==> src/rtl/fifo_pkg.sv <==
// Shared types and helpers for the parametrised synchronous FIFO.
package fifo_pkg;

    localparam int unsigned DefaultWidth = 8;
    localparam int unsigned DefaultDepth = 16;

    typedef enum logic {
        ModeStd  = 1'b0,
        ModeFwft = 1'b1
    } read_mode_e;

    // Ceiling log2 for elaboration-time sizing; DEPTH >= 2 so n=1 never matters.
    function automatic int unsigned clog2(input int unsigned n);
        int unsigned r;
        r = 0;
        while ((32'd1 << r) < n) r++;
        return r;
    endfunction

endpackage

==> src/rtl/sync_fifo_param_if.sv <==
// Producer/consumer bundle for sync_fifo_param; master drives requests, slave is the FIFO.
interface sync_fifo_param_if import fifo_pkg::*; #(
    parameter int unsigned WIDTH = DefaultWidth,
    parameter int unsigned DEPTH = DefaultDepth
);

    localparam int unsigned CntW = clog2(DEPTH) + 1;

    logic             wr_en_i;
    logic [WIDTH-1:0] wdata_i;
    logic             rd_en_i;
    logic             clr_err_i;
    logic [WIDTH-1:0] rdata_o;
    logic             rvalid_o;
    logic             full_o;
    logic             empty_o;
    logic             almost_full_o;
    logic             almost_empty_o;
    logic [CntW-1:0]  count_o;
    logic             overflow_o;
    logic             underflow_o;
    logic             error_o;

    modport master (
        output wr_en_i, wdata_i, rd_en_i, clr_err_i,
        input  rdata_o, rvalid_o, full_o, empty_o, almost_full_o, almost_empty_o,
        input  count_o, overflow_o, underflow_o, error_o
    );

    modport slave (
        input  wr_en_i, wdata_i, rd_en_i, clr_err_i,
        output rdata_o, rvalid_o, full_o, empty_o, almost_full_o, almost_empty_o,
        output count_o, overflow_o, underflow_o, error_o
    );

endinterface

==> src/rtl/fifo_mem.sv <==
// DEPTH x WIDTH register array: synchronous write, asynchronous read, no reset.
module fifo_mem import fifo_pkg::*; #(
    parameter int unsigned WIDTH = DefaultWidth,
    parameter int unsigned DEPTH = DefaultDepth
) (
    input  logic                     clk_i,
    input  logic                     we_i,
    input  logic [clog2(DEPTH)-1:0]  waddr_i,
    input  logic [WIDTH-1:0]         wdata_i,
    input  logic [clog2(DEPTH)-1:0]  raddr_i,
    output logic [WIDTH-1:0]         rdata_o
);

    logic [WIDTH-1:0] mem_q [DEPTH];

    always_ff @(posedge clk_i) begin
        if (we_i) mem_q[waddr_i] <= wdata_i;
    end

    assign rdata_o = mem_q[raddr_i];

endmodule

==> src/rtl/sync_fifo_param.sv <==
// Single-clock FIFO with standard or first-word-fall-through read, level flags and sticky errors.
module sync_fifo_param import fifo_pkg::*; #(
    parameter int unsigned WIDTH     = DefaultWidth,
    parameter int unsigned DEPTH     = DefaultDepth,
    parameter int unsigned AF_THRESH = DEPTH - 4,
    parameter int unsigned AE_THRESH = 4,
    parameter int unsigned FWFT      = 0
) (
    input  logic              clk_i,
    input  logic              rst_i,
    sync_fifo_param_if.slave  bus
);

    localparam int unsigned PtrW = clog2(DEPTH);
    localparam int unsigned CntW = PtrW + 1;
    localparam logic [CntW-1:0] FullCnt = CntW'(DEPTH);
    localparam logic [CntW-1:0] AfCnt   = CntW'(AF_THRESH);
    localparam logic [CntW-1:0] AeCnt   = CntW'(AE_THRESH);
    localparam read_mode_e      Mode    = (FWFT != 0) ? ModeFwft : ModeStd;

    logic [PtrW-1:0]  wr_ptr_q, rd_ptr_q;
    logic [CntW-1:0]  count_q, count_d;
    logic             ovf_q, ovf_d, unf_q, unf_d;
    logic             full, empty, wr_acc, rd_acc;
    logic [WIDTH-1:0] mem_rdata;

    assign full   = (count_q == FullCnt);
    assign empty  = (count_q == '0);
    assign wr_acc = bus.wr_en_i && !full;
    assign rd_acc = bus.rd_en_i && !empty;

    always_comb begin
        count_d = count_q;
        unique case ({wr_acc, rd_acc})
            2'b10:   count_d = count_q + CntW'(1);
            2'b01:   count_d = count_q - CntW'(1);
            default: count_d = count_q;
        endcase
    end

    // Set wins over clear so an error in the clearing cycle is not lost.
    always_comb begin
        ovf_d = ovf_q;
        unf_d = unf_q;
        if (bus.clr_err_i) begin
            ovf_d = 1'b0;
            unf_d = 1'b0;
        end
        if (bus.wr_en_i && full)  ovf_d = 1'b1;
        if (bus.rd_en_i && empty) unf_d = 1'b1;
    end

    always_ff @(posedge clk_i or negedge rst_i) begin
        if (!rst_i) begin
            wr_ptr_q <= '0;
            rd_ptr_q <= '0;
            count_q  <= '0;
            ovf_q    <= 1'b0;
            unf_q    <= 1'b0;
        end else begin
            if (wr_acc) wr_ptr_q <= wr_ptr_q + PtrW'(1);
            if (rd_acc) rd_ptr_q <= rd_ptr_q + PtrW'(1);
            count_q <= count_d;
            ovf_q   <= ovf_d;
            unf_q   <= unf_d;
        end
    end

    fifo_mem #(
        .WIDTH (WIDTH),
        .DEPTH (DEPTH)
    ) u_mem (
        .clk_i   (clk_i),
        .we_i    (wr_acc),
        .waddr_i (wr_ptr_q),
        .wdata_i (bus.wdata_i),
        .raddr_i (rd_ptr_q),
        .rdata_o (mem_rdata)
    );

    if (Mode == ModeFwft) begin : gen_fwft
        // Masked while empty so the output reads zero out of reset rather than stale memory.
        assign bus.rdata_o  = empty ? '0 : mem_rdata;
        assign bus.rvalid_o = !empty;
    end else begin : gen_std
        logic [WIDTH-1:0] rdata_q;
        logic             rvalid_q;

        always_ff @(posedge clk_i or negedge rst_i) begin
            if (!rst_i) begin
                rdata_q  <= '0;
                rvalid_q <= 1'b0;
            end else begin
                rvalid_q <= rd_acc;
                if (rd_acc) rdata_q <= mem_rdata;
            end
        end

        assign bus.rdata_o  = rdata_q;
        assign bus.rvalid_o = rvalid_q;
    end

    assign bus.full_o         = full;
    assign bus.empty_o        = empty;
    assign bus.almost_full_o  = (count_q >= AfCnt);
    assign bus.almost_empty_o = (count_q <= AeCnt);
    assign bus.count_o        = count_q;
    assign bus.overflow_o     = ovf_q;
    assign bus.underflow_o    = unf_q;
    assign bus.error_o        = ovf_q | unf_q;

endmodule

==> src/flat_wrapper.sv <==
// flat-port wrapper written by rule: the top's interface ports become plain ports
module sync_fifo_param_flat import fifo_pkg::*;
#(
    parameter int unsigned WIDTH     = DefaultWidth,
    parameter int unsigned DEPTH     = DefaultDepth,
    parameter int unsigned AF_THRESH = DEPTH - 4,
    parameter int unsigned AE_THRESH = 4,
    parameter int unsigned FWFT      = 0
)
  (clk_i, rst_i, bus_wr_en_i, bus_wdata_i, bus_rd_en_i, bus_clr_err_i, bus_rdata_o, bus_rvalid_o, bus_full_o, bus_empty_o, bus_almost_full_o, bus_almost_empty_o, bus_count_o, bus_overflow_o, bus_underflow_o, bus_error_o);
  sync_fifo_param_if #(.WIDTH(WIDTH), .DEPTH(DEPTH)) bus_i ();
  input  logic clk_i;
  input  logic rst_i;
  input wire logic [$bits(bus_i.wr_en_i)-1:0] bus_wr_en_i;
  input wire logic [$bits(bus_i.wdata_i)-1:0] bus_wdata_i;
  input wire logic [$bits(bus_i.rd_en_i)-1:0] bus_rd_en_i;
  input wire logic [$bits(bus_i.clr_err_i)-1:0] bus_clr_err_i;
  output wire logic [$bits(bus_i.rdata_o)-1:0] bus_rdata_o;
  output wire logic [$bits(bus_i.rvalid_o)-1:0] bus_rvalid_o;
  output wire logic [$bits(bus_i.full_o)-1:0] bus_full_o;
  output wire logic [$bits(bus_i.empty_o)-1:0] bus_empty_o;
  output wire logic [$bits(bus_i.almost_full_o)-1:0] bus_almost_full_o;
  output wire logic [$bits(bus_i.almost_empty_o)-1:0] bus_almost_empty_o;
  output wire logic [$bits(bus_i.count_o)-1:0] bus_count_o;
  output wire logic [$bits(bus_i.overflow_o)-1:0] bus_overflow_o;
  output wire logic [$bits(bus_i.underflow_o)-1:0] bus_underflow_o;
  output wire logic [$bits(bus_i.error_o)-1:0] bus_error_o;
  assign bus_i.wr_en_i = bus_wr_en_i;
  assign bus_i.wdata_i = bus_wdata_i;
  assign bus_i.rd_en_i = bus_rd_en_i;
  assign bus_i.clr_err_i = bus_clr_err_i;
  assign bus_rdata_o = bus_i.rdata_o;
  assign bus_rvalid_o = bus_i.rvalid_o;
  assign bus_full_o = bus_i.full_o;
  assign bus_empty_o = bus_i.empty_o;
  assign bus_almost_full_o = bus_i.almost_full_o;
  assign bus_almost_empty_o = bus_i.almost_empty_o;
  assign bus_count_o = bus_i.count_o;
  assign bus_overflow_o = bus_i.overflow_o;
  assign bus_underflow_o = bus_i.underflow_o;
  assign bus_error_o = bus_i.error_o;
  sync_fifo_param #(.WIDTH(WIDTH), .DEPTH(DEPTH), .AF_THRESH(AF_THRESH), .AE_THRESH(AE_THRESH), .FWFT(FWFT)) u_core (.clk_i(clk_i), .rst_i(rst_i), .bus(bus_i));
endmodule
==> config.mk <==
export PLATFORM = sky130hd
export DESIGN_NAME = sync_fifo_param_flat
export DESIGN_NICKNAME = d
export VERILOG_FILES = /design/src/rtl/fifo_pkg.sv /design/src/rtl/sync_fifo_param_if.sv /design/src/rtl/fifo_mem.sv /design/src/rtl/sync_fifo_param.sv /design/src/flat_wrapper.sv
export SDC_FILE = /design/constraint.sdc
export NUM_CORES = 1
export LEC_CHECK = 0
export ABC_AREA = 1
export CELL_PAD_IN_SITES_DETAIL_PLACEMENT = 0
export CELL_PAD_IN_SITES_GLOBAL_PLACEMENT = 1
export CORE_MARGIN = 3
export CORE_UTILIZATION = 47
export DETAILED_ROUTE_END_ITERATION = 8
export PLACE_DENSITY_LB_ADDON = 0.1
export SYNTH_ARGS = -nofsm -noshare
export SYNTH_HDL_FRONTEND = slang
export SYNTH_SLANG_ARGS = --single-unit
export TNS_END_PERCENT = 30
==> constraint.sdc <==
create_clock -name clk_i -period 3 [get_ports clk_i]
set_clock_uncertainty 0.15 [all_clocks]
set_input_delay 0.75 -clock clk_i [delete_from_list [all_inputs] [get_ports clk_i]]
set_output_delay 0.75 -clock clk_i [all_outputs]
set_load 0.01 [all_outputs]
==> results.yml <==
power:
  p_leak_nw: 3.62
  p_per_area_nw_per_um2: 974
  ir_drop_mv: 0.363
  p_total_mw: 7.87
grt:
  gr-usage-all-layers_pct: 19.9
  grt_max_degree: 67
  top_usage_layer: "met2"
  grt.met3_usage_pct: 3.82
  overflow: 0
  met1_usage_pct: 26.9
  antenna_found_initial: 0
  grt_pass1_vias: 4467
  grt_pass1_wl_um: 24000
  grt_use_met2_pct: 32.4
drt:
  drc: 0
  drt-pass1-iter-count: 4
  wl_um: 15100
  drt_iter0_drc: 395
  ant_nets: 0
  dr_total_vias: 4597
  wl_per_cell_um: 16.3
  via_per_inst: 4.95
floorplanning:
  start_util_pct: 48.5
  dieWidth_um: 126
  io-pin-count: 34
  die_area_um2: 15900
  fp.dieH_um: 126
  rows: 43
  coreArea_um2: 14000
logic_synthesis:
  avgSynthCellArea_um2: 9.93
  synth.distinct_cells: 24
  yosysWarnings: 0
  synth-seq-area-share_pct: 65.5
  synth_area_um2: 6780
  ys_seq_elements: 152
  synth_fp_nets: 704
  synth_cells: 683
critical_path:
  rrSetupSlack_ns: 0.69
  cp_max_fo: 5
  critPathLaunchType: "flop"
  endpoint_kind: "output pin"
  arrival_ns: 1.83
  cp.required_ns: 2.10
  critPathKind: "flop to output pin"
clock_network:
  clk_latency_ns: 0.42
  cts_sinks: 152
  cts_resized: 0
  numCtsBuffers: 17
  cts_root_buf: "clkbuf_16"
  clk_pin_slew_worst_paths_ns: 0.06
  clockBufferDepth: 2
  tritoncts: "done"
  hold_buffers: 0
  post_cts_buffers: 0
  htreeDepth: 4
sta:
  tightest_slew_ns: 0.778
  drv_slew: 0
  whs_ns: 0.326
  max-slew-margin-rel_pct: 47.9
  period_minus_slack_ns: 2.73
  rsz0062_at_grt: "no"
  setup_viol: 0
  finalSetupTns_ns: 0
  fmax_mhz: 366
  setup_slack_ns: 0.271
  timing.final.crit_share_pct: 91.0
  hold_violations: 0
final_layout:
  final_common_cell: "nand2_1"
  fin_cells: 929
  final_cell_mix: "nand2_1, edfxtp_1, inv_1"
  nNetsFinal: 757
  n_antenna_cell: 0
  flow.area_growth_from_synthesis_pct: 19.2
  layout-drive-gt1-share_pct: 8.54
placed_design:
  portBuffers: 33
  dpl_worst_slack_ns: 0.232
  gp_congestion: 0.837
  dp_cells: 897
  hpwlAfterDp_um: 9780
hold_path:
  hp-class: "flop to flop"
run_status:
  status: "completed"
job:
  drv_cap: 0
final timing paths:
path                                                endpoint  depth (start not counted)                              start
max in group asynchronous     u_core.rd_ptr_q[0]$_DFFE_PN0P_                          2                              rst_i
setup / recovery                                 bus_empty_o                          4  u_core.bus.count_o[1]$_DFFE_PN0P_
hold reg to reg            u_core.bus.rdata_o[2]$_DFFE_PN0P_                          2  u_core.bus.rdata_o[2]$_DFFE_PN0P_
hold / removal             u_core.bus.rdata_o[2]$_DFFE_PN0P_                          2  u_core.bus.rdata_o[2]$_DFFE_PN0P_
setup reg to reg           u_core.bus.count_o[4]$_DFFE_PN0P_                         15  u_core.bus.count_o[1]$_DFFE_PN0P_
min in group asynchronous  u_core.bus.count_o[4]$_DFFE_PN0P_                          2                              rst_i
synthesized netlist by cell type:
| cell type | number | area [µm²] |
|---|---|---|
| o21ai_0 | 8 | 40.0 |
| nand2_1 | 227 | 852 |
| o21ai_2 | 1 | 8.76 |
| nand4_1 | 2 | 12.5 |
| nand3_1 | 102 | 510 |
| nand2_2 | 1 | 6.26 |
| ha_1 | 8 | 100 |
| o22ai_1 | 1 | 6.26 |
| nor2_2 | 1 | 6.26 |
| xnor2_1 | 1 | 8.76 |
| nor2_1 | 21 | 78.8 |
| inv_2 | 2 | 7.51 |
| buf_2 | 16 | 80.1 |
| clkbuf_1 | 1 | 3.75 |
| edfxtp_1 | 128 | 3840 |
| dfrtp_1 | 24 | 601 |
| inv_1 | 116 | 435 |
| buf_6 | 2 | 22.5 |
| nand3b_1 | 1 | 7.51 |
| clkbuf_2 | 1 | 5.00 |
| xor2_1 | 9 | 78.8 |
| a21boi_0 | 1 | 7.51 |
| buf_4 | 7 | 52.6 |
| clkinv_1 | 2 | 7.51 |
final cells by class:
type	instances	area (µm²)
fill	1221	5910
sequential	152	4450
multi-input combinational	384	1720
timing repair buffer	61	553
inverter	120	450
clock buffer	19	433
clock inverter	13	251
tap	180	225
metal layers:
layer / up-vias / routed length [µm]
met2: 126 / 7300
met3: 24 / 670
met4: 0 / 272
li1: 2286 / -
met5: - / 0
met1: 2161 / 6870
state kept, by name, indices dropped and copies added, names as in the netlist:
| signal | flops |
|---|---|
| u_core.bus.rvalid_o | 1 |
| u_core.wr_ptr_q | 4 |
| u_core.bus.rdata_o | 8 |
| u_core.bus.count_o | 5 |
| u_core.bus.underflow_o | 1 |
| u_core.rd_ptr_q | 4 |
| u_core.u_mem.mem_q | 128 |
| u_core.bus.overflow_o | 1 |
cell families after synthesis:
group                      share of synthesized area, %
and+or+nand+nor                                    21.7
AOI/OAI and AO/OA                                 0.922
DFF                                                65.5
adders and majority gates                          1.48
buffers and inverters                              9.06
xor gates and xnor gates                           1.29
critical path, cell delays in order, from the launching register on:
cell	delay [ns]
dfrtp_1	0.44
nor2_2	0.19
nand4_1	0.15
inv_1	0.10
clkdlybuf4s50_1	0.53
through the flow:
stage / cell area, µm² / util (%)
global route: 8080 / 57.8
CTS: 8080 / 57.8
global placement: 7400 / 52.9
finish: 8080 / 57.8
floorplan: 6780 / -
detailed placement: 7400 / 52.9
where the power goes:
group | internal (mW) | switching (mW) | leakage [nW]
clock network | 1.64 | 0.811 | 0.335
logic | 0.927 | 1.69 | 1.84
registers | 2.61 | 0.190 | 1.45
Power figures use the tool's default switching activity.
